File: config.mk
export PLATFORM = sky130hd
export DESIGN_NAME = alu_pipe_flat
export DESIGN_NICKNAME = d
export VERILOG_FILES = /design/src/rtl/alu_pkg.sv /design/src/rtl/alu_pipe_if.sv /design/src/rtl/alu_mul_iter.sv /design/src/rtl/alu_pipe.sv /design/src/flat_wrapper.sv
export SDC_FILE = /design/constraint.sdc
export NUM_CORES = 1
export LEC_CHECK = 0
export CORE_MARGIN = 3
export CORE_UTILIZATION = 30
export CTS_CLUSTER_DIAMETER = 50
export DETAILED_ROUTE_END_ITERATION = 10
export PLACE_DENSITY = 0.44
export SLEW_MARGIN = 5
export SYNTH_ARGS = -nofsm -noshare
export SYNTH_HDL_FRONTEND = slang
export SYNTH_SLANG_ARGS = --single-unit
export TNS_END_PERCENT = 30
File: constraint.sdc
create_clock -name clk -period 2.56 [get_ports clk]
set_input_delay 0.512 -clock clk [delete_from_list [all_inputs] [get_ports clk]]
set_output_delay 0.512 -clock clk [all_outputs]
set_load 0.02 [all_outputs]
File: src/rtl/alu_pkg.sv
// rtl/alu_pkg.sv - op_code constants and FSM state type for alu_pipe
package alu_pkg;

    localparam logic [3:0] OP_AND = 4'd0;
    localparam logic [3:0] OP_OR  = 4'd1;
    localparam logic [3:0] OP_XOR = 4'd2;
    localparam logic [3:0] OP_NOR = 4'd3;
    localparam logic [3:0] OP_MUL = 4'b0100;
    localparam logic [3:0] OP_ADD = 4'd5;
    localparam logic [3:0] OP_SUB = 4'd6;
    localparam logic [3:0] OP_SLT = 4'd7;
    localparam logic [3:0] OP_SRL = 4'd8;
    localparam logic [3:0] OP_SLL = 4'd9;
    localparam logic [3:0] OP_SRA = 4'd10;

    typedef enum logic {
        IDLE = 1'b0,
        BUSY = 1'b1
    } state_t;

endpackage

File: src/rtl/alu_pipe_if.sv
// rtl/alu_pipe_if.sv - operand and result channels of alu_pipe
interface alu_pipe_if #(
    parameter int WIDTH = 32
);
    logic             in_valid;
    logic             in_ready;
    logic [WIDTH-1:0] X;
    logic [WIDTH-1:0] Y;
    logic [3:0]       op_code;
    logic             out_valid;
    logic             out_ready;
    logic [WIDTH-1:0] Z;
    logic             overflow;
    logic             equal;
    logic             zero;
    logic             illegal;

    modport slave (
        input  in_valid, X, Y, op_code, out_ready,
        output in_ready, out_valid, Z, overflow, equal, zero, illegal
    );

    modport master (
        output in_valid, X, Y, op_code, out_ready,
        input  in_ready, out_valid, Z, overflow, equal, zero, illegal
    );
endinterface

File: src/rtl/alu_mul_iter.sv
// rtl/alu_mul_iter.sv - shift-add unsigned multiplier, one multiplier bit per cycle
module alu_mul_iter #(
    parameter int WIDTH = 32
) (
    input  logic               clk,
    input  logic               rst_n,
    input  logic               start,
    input  logic               take,
    input  logic [WIDTH-1:0]   a,
    input  logic [WIDTH-1:0]   b,
    output logic               done,
    output logic [2*WIDTH-1:0] product
);
    localparam int SHW = $clog2(WIDTH);

    logic               running;
    logic [SHW-1:0]     cnt;
    logic [2*WIDTH-1:0] mcand;
    logic [WIDTH-1:0]   mplier;
    logic [2*WIDTH-1:0] acc;

    // Last partial product is added combinationally so the result is ready in the WIDTH-th cycle.
    assign product = acc + (mplier[0] ? mcand : '0);
    assign done    = running && (cnt == '0);

    always_ff @(posedge clk or negedge rst_n) begin
        if (!rst_n) begin
            running <= 1'b0;
            cnt     <= '0;
            mcand   <= '0;
            mplier  <= '0;
            acc     <= '0;
        end else if (start) begin
            running <= 1'b1;
            cnt     <= SHW'(WIDTH - 1);
            mcand   <= {{WIDTH{1'b0}}, a};
            mplier  <= b;
            acc     <= '0;
        end else if (running) begin
            if (cnt != '0) begin
                acc    <= product;
                mcand  <= mcand << 1;
                mplier <= mplier >> 1;
                cnt    <= cnt - 1'b1;
            end else if (take) begin
                running <= 1'b0;
            end
        end
    end
endmodule

File: src/rtl/alu_pipe.sv
// rtl/alu_pipe.sv - registered valid/ready ALU; ALU_MUL_EN adds the iterative MUL on op 4
module alu_pipe
    import alu_pkg::*;
#(
    parameter int WIDTH = 32
) (
    input logic        clk,
    input logic        rst_n,
    alu_pipe_if.slave  bus
);
    localparam int SHW = $clog2(WIDTH);

    state_t           state;
    logic             out_valid;
    logic [WIDTH-1:0] z_q;
    logic             ovf_q, eq_q, zero_q, ill_q;
    logic             accept, is_mul;
    logic [WIDTH-1:0] res, sum, diff;
    logic             res_ovf, res_ill;
    logic [SHW-1:0]   sh;

    assign bus.in_ready  = (state == IDLE) && (!out_valid || bus.out_ready);
    assign accept        = bus.in_valid && bus.in_ready;
    assign bus.out_valid = out_valid;
    assign bus.Z         = z_q;
    assign bus.overflow  = ovf_q;
    assign bus.equal     = eq_q;
    assign bus.zero      = zero_q;
    assign bus.illegal   = ill_q;

    assign sh   = bus.X[SHW-1:0];
    assign sum  = bus.X + bus.Y;
    assign diff = bus.X - bus.Y;

    always_comb begin
        res     = '0;
        res_ovf = 1'b0;
        res_ill = 1'b0;
        unique case (bus.op_code)
            OP_AND: res = bus.X & bus.Y;
            OP_OR:  res = bus.X | bus.Y;
            OP_XOR: res = bus.X ^ bus.Y;
            OP_NOR: res = ~(bus.X | bus.Y);
            OP_ADD: begin
                res     = sum;
                res_ovf = (bus.X[WIDTH-1] == bus.Y[WIDTH-1]) && (sum[WIDTH-1] != bus.X[WIDTH-1]);
            end
            OP_SUB: begin
                res     = diff;
                res_ovf = (bus.X[WIDTH-1] != bus.Y[WIDTH-1]) && (diff[WIDTH-1] != bus.X[WIDTH-1]);
            end
            OP_SLT: res = {{(WIDTH-1){1'b0}}, ($signed(bus.X) < $signed(bus.Y))};
            OP_SRL: res = bus.Y >> sh;
            OP_SLL: res = bus.Y << sh;
            OP_SRA: res = $unsigned($signed(bus.Y) >>> sh);
`ifdef ALU_MUL_EN
            OP_MUL: res = '0;
`endif
            default: res_ill = 1'b1;
        endcase
    end

`ifdef ALU_MUL_EN
    logic               mul_done, mul_load, mul_eq;
    logic [2*WIDTH-1:0] mul_prod;

    assign is_mul   = (bus.op_code == OP_MUL);
    // A finished product waits in BUSY until the output register is free.
    assign mul_load = (state == BUSY) && mul_done && (!out_valid || bus.out_ready);

    alu_mul_iter #(.WIDTH(WIDTH)) u_mul (
        .clk     (clk),
        .rst_n   (rst_n),
        .start   (accept && is_mul),
        .take    (mul_load),
        .a       (bus.X),
        .b       (bus.Y),
        .done    (mul_done),
        .product (mul_prod)
    );
`else
    assign is_mul = 1'b0;
    assign state  = IDLE;
`endif

    always_ff @(posedge clk or negedge rst_n) begin
        if (!rst_n) begin
            out_valid <= 1'b0;
            z_q       <= '0;
            ovf_q     <= 1'b0;
            eq_q      <= 1'b0;
            zero_q    <= 1'b0;
            ill_q     <= 1'b0;
`ifdef ALU_MUL_EN
            state     <= IDLE;
            mul_eq    <= 1'b0;
`endif
        end else begin
            if (accept && !is_mul) begin
                out_valid <= 1'b1;
                z_q       <= res;
                ovf_q     <= res_ovf;
                eq_q      <= (bus.X == bus.Y);
                zero_q    <= (res == '0);
                ill_q     <= res_ill;
            end
`ifdef ALU_MUL_EN
            else if (mul_load) begin
                out_valid <= 1'b1;
                z_q       <= mul_prod[WIDTH-1:0];
                ovf_q     <= |mul_prod[2*WIDTH-1:WIDTH];
                eq_q      <= mul_eq;
                zero_q    <= (mul_prod[WIDTH-1:0] == '0);
                ill_q     <= 1'b0;
            end
`endif
            else if (out_valid && bus.out_ready) begin
                out_valid <= 1'b0;
            end
`ifdef ALU_MUL_EN
            case (state)
                IDLE: if (accept && is_mul) begin
                    state  <= BUSY;
                    mul_eq <= (bus.X == bus.Y);
                end
                BUSY: if (mul_load) state <= IDLE;
                default: state <= IDLE;
            endcase
`endif
        end
    end
endmodule

File: src/flat_wrapper.sv
// flat-port wrapper written by rule: the top's interface ports become plain ports
module alu_pipe_flat import alu_pkg::*;
#(
    parameter int WIDTH = 32
)
  (clk, rst_n, bus_in_valid, bus_X, bus_Y, bus_op_code, bus_out_ready, bus_in_ready, bus_out_valid, bus_Z, bus_overflow, bus_equal, bus_zero, bus_illegal);
  alu_pipe_if #(.WIDTH(WIDTH)) bus_i ();
  input logic clk;
  input logic rst_n;
  input wire logic [$bits(bus_i.in_valid)-1:0] bus_in_valid;
  input wire logic [$bits(bus_i.X)-1:0] bus_X;
  input wire logic [$bits(bus_i.Y)-1:0] bus_Y;
  input wire logic [$bits(bus_i.op_code)-1:0] bus_op_code;
  input wire logic [$bits(bus_i.out_ready)-1:0] bus_out_ready;
  output wire logic [$bits(bus_i.in_ready)-1:0] bus_in_ready;
  output wire logic [$bits(bus_i.out_valid)-1:0] bus_out_valid;
  output wire logic [$bits(bus_i.Z)-1:0] bus_Z;
  output wire logic [$bits(bus_i.overflow)-1:0] bus_overflow;
  output wire logic [$bits(bus_i.equal)-1:0] bus_equal;
  output wire logic [$bits(bus_i.zero)-1:0] bus_zero;
  output wire logic [$bits(bus_i.illegal)-1:0] bus_illegal;
  assign bus_i.in_valid = bus_in_valid;
  assign bus_i.X = bus_X;
  assign bus_i.Y = bus_Y;
  assign bus_i.op_code = bus_op_code;
  assign bus_i.out_ready = bus_out_ready;
  assign bus_in_ready = bus_i.in_ready;
  assign bus_out_valid = bus_i.out_valid;
  assign bus_Z = bus_i.Z;
  assign bus_overflow = bus_i.overflow;
  assign bus_equal = bus_i.equal;
  assign bus_zero = bus_i.zero;
  assign bus_illegal = bus_i.illegal;
  alu_pipe #(.WIDTH(WIDTH)) u_core (.clk(clk), .rst_n(rst_n), .bus(bus_i));
endmodule
==> flow_summary_export.csv <==
group,metric,value,unit
critical_path,path_buf_inv,6,
placed_design,gp_congestion,1.02,
detailed_routing,ant_nets,0,
clocking,tritoncts,"done",
detailed_routing,via_per_inst,5.77,
timing,timing.setup.tns,-14920,ps
floorplanning,ios,110,
finish,drive_above_1_share,0.487,
finish,seqCellArea,926,µm²
logic_synthesis,async_reset_ff_frac,1.00,
timing,holdWs,317,ps
pwr,internal-power,3560,µW
critical_path,critPathArrivalTime,3970,ps
logic_synthesis,synth_edf_count,0,
timing,slew_headroom,0.354,
pwr,switchingPower,2760,µW
detailed_routing,drt-total-wl,71900,µm
floorplanning,start_util,0.305,
pwr,finalPower,6320,µW
logic_synthesis,synth_cell_type_count,89,
placed_design,place_area,18200,µm²
logic_synthesis,ys_ff_latch,37,
placed_design,hpwl,58800,µm
critical_path,cp_top_family,"buffers and inverters",
clocking,postCtsHoldBufs,0,
pwr,power_density,305,nW/µm²
floorplanning,die_area,41900,µm²
detailed_routing,drtIter0Drc,1416,
critical_path,path_depth,17,
finish,area_growth,75.1,%
clocking,cts_num_sinks,37,
global_route,grt_pass1_vias,15900,
logic_synthesis,synthesis.nets,1789,
pwr,p_clk_frac,0.129,
logic_synthesis,syn_avg_cell_area,7.34,µm²
timing,worst_slack,-1170,ps
clocking,cts_root_buffer,"clkbuf_16",
timing,hold_viol_final,0,
critical_path,slowest_stage,"nor4_2",
critical_path,path_cells,"dlygate4sd2_1 -> buf_4 -> mux2_4 -> mux2i_2 -> buf_4 -> nand2_1 -> o211ai_1 -> a32oi_1 -> buf_4 -> a311oi_2 -> buf_4 -> nand4_1 -> nor4_2 -> buf_4 -> nand4_1 -> nor4_2 -> a32o_2",
floorplanning,rows,72,
logic_synthesis,syn_inst,1614,
critical_path,path_max_fanout,5,
detailed_routing,drtPass1Iterations,5,
finish,final_area,20700,µm²
finish,n_antenna_cell,0,
clocking,clk_pin_slew,60,ps
pwr,ir_drop,0.237,mV
timing,slew_violations,0,
timing,finalSetupViolCount,33,
clocking,cts_max_level,2,
critical_path,crit_path_start_kind,"primary input",
global_route,grt_first_pass_wirelength,104000,µm
global_route,overflow,0,
timing,rsz0062_at_grt,"true",
job,maxCapViolations,0,
detailed_routing,route.detailed.drc,0,
critical_path,critPathMaxStageDelay,330,ps
timing,fin_crit,3730,ps
detailed_routing,vias,16400,
critical_path,critical_path_required,2790,ps
hold_path,min_path_type,"in2async",
floorplanning,die_h,205,µm
clocking,cts_buffers,5,
pwr,seq_power_share,0.111,
pwr,leakagePower,0.00925,µW
placed_design,port_buffers,109,
finish,nets,2503,
timing,final.period_utilization,1.46,
clocking,clock_latency,290,ps
global_route,grt_max_degree,40,
timing,worstMarginPinSlew,962,ps
global_route,grt_use_total,0.332,
pwr,swShare,0.437,
logic_synthesis,synthFlopType,"dfrtp_1",
logic_synthesis,yosys_warnings,0,
finish,n_fill_cell,3795,
critical_path,path_class,"in2reg",
critical_path,cpMostUsedCell,"buf_4",
logic_synthesis,yosysSeqAreaShare,0.0781,
timing,fin_worst_skew,4.80,ps
clocking,clockBufferDepth,2,
logic_synthesis,syn_area,11800,µm²
timing,fmax,268,MHz
status,violations,"setup timing",
floorplanning,die_w,205,µm
detailed_routing,wl_per_cell,25.3,µm
finish,multi_input_area,11500,µm²
pwr,combPwrFrac,0.760,
floorplanning,core,38800,µm²
critical_path,crit_path_end_kind,"flip-flop",
status,outcome,"complete, but fails checks",
global_route,antenna_found_initial,0,
critical_path,reg2regPathDepth,12,
## kinds of logic (layout without fill, tap and decap cells)
kind of cell               Yosys count  in the layout  share of synthesized area
buffers and inverters              244            959                     0.0885
DFF                                 37             37                     0.0781
and+or+nand+nor                    499            499                      0.202
muxes                              157            157                      0.191
xor gates and xnor gates            13             13                    0.00961
adders and majority gates          103            103                      0.110
AOI/OAI and AO/OA                  561            561                      0.321
## per-stage QoR
stage | cells | setup WS (ps) | utilization
3_5_place_dp | 2760 | -1890 | 0.469
3_3_place_gp | 2760 | -1840 | 0.469
6_report | 2847 | -1170 | 0.534
4_1_cts | 2820 | -1080 | 0.519
2_1_floorplan | 1614 | -1150 | -
5_1_grt | 2847 | -1300 | 0.534
## layout make-up
| class | count | area share |
|---|---|---|
| clock buffers | 5 | 0.00603 |
| clock inverters | 3 | 0.00314 |
| inverters | 99 | 0.0199 |
| multi-input cells | 1333 | 0.554 |
| flip-flops and latches | 37 | 0.0446 |
| well taps | 518 | 0.0312 |
| repair buffers | 852 | 0.341 |
## worst register-to-register path: stages (launching register included)
cell	delay, ps
dfrtp_1	370
nand2b_1	140
nand2_1	190
a31oi_1	180
and3_1	180
o221ai_1	130
buf_4	190
o211ai_1	180
o211ai_1	150
nor4_2	280
nand4_1	170
nor4_2	330
a32o_2	210
## flip-flops by register name, summed over array words and instances, names as in the netlist
name and cells:
u_core.bus.Z 32, u_core.bus.equal 1, u_core.bus.illegal 1, u_core.bus.out_valid 1
u_core.bus.overflow 1, u_core.bus.zero 1
## placed cells by master, fill, tap and decap left out, drive strengths merged, types with 17 or more instances in the layout
cell type        n
buf            773
nand3           38
mux2i           74
nor2b           20
mux4            48
ha             101
nand2          171
inv             97
o211ai          49
dfrtp           37
nor2           127
o21ai          116
nor3            33
clkdlybuf4s50   54
a211oi          27
a31oi           21
o221ai          17
mux2            35
a21oi          126
## power by group through the flow
stage,logic [µW],registers [µW],clock network [µW]
2_1_floorplan,1760,806,0
5_1_grt,5060,711,851
4_1_cts,4530,704,825
3_3_place_gp,4050,711,0
3_5_place_dp,4040,714,0
6_report,4800,702,816
## path summary, 6_finish.rpt
path                                                   from                            to  slack, ps
max                                               bus_Y[30]   u_core.bus.zero$_DFFE_PN0P_      -1170
min in group clk                u_core.bus.Z[6]$_DFFE_PN0P_   u_core.bus.Z[6]$_DFFE_PN0P_        480
max reg2reg                u_core.bus.out_valid$_DFFE_PN0P_   u_core.bus.zero$_DFFE_PN0P_       -210
min reg2reg                     u_core.bus.Z[6]$_DFFE_PN0P_   u_core.bus.Z[6]$_DFFE_PN0P_        480
min                                                   rst_n  u_core.bus.Z[27]$_DFFE_PN0P_        320
max in group asynchronous                             rst_n  u_core.bus.Z[10]$_DFFE_PN0P_       1700
## metal layers
| metal | track usage | vias to the layer above | routed length, µm |
|---|---|---|---|
| li1 | - | 7507 | - |
| met1 | 0.455 | 8022 | 30700 |
| met4 | 0.137 | 0 | 4220 |
| met5 | 0 | - | 0 |
| met2 | 0.533 | 747 | 32000 |
| met3 | 0.0335 | 149 | 4990 |
## synthesized netlist by cell type (20+ instances only)
master	n	area, µm²
nand2_1	171	642
nor2_1	127	477
a21oi_1	126	631
o21ai_0	115	576
ha_1	101	1260
inv_1	95	357
clkbuf_1	85	319
mux2i_1	74	741
o211ai_1	49	368
mux4_2	38	856
nand3_1	38	190
dfrtp_1	37	926
mux2_2	34	383
nor3_1	32	160
buf_2	29	145
a211oi_1	27	203
a31oi_1	21	131
nor2b_1	20	125
## timing repair
item	4_1_cts	5_1_grt
buffers inserted	62	32
setup endpoints to repair	35	35
pin swaps	79	79
resized for setup	457	109
No activity file was read; power rests on OpenSTA's default activity.
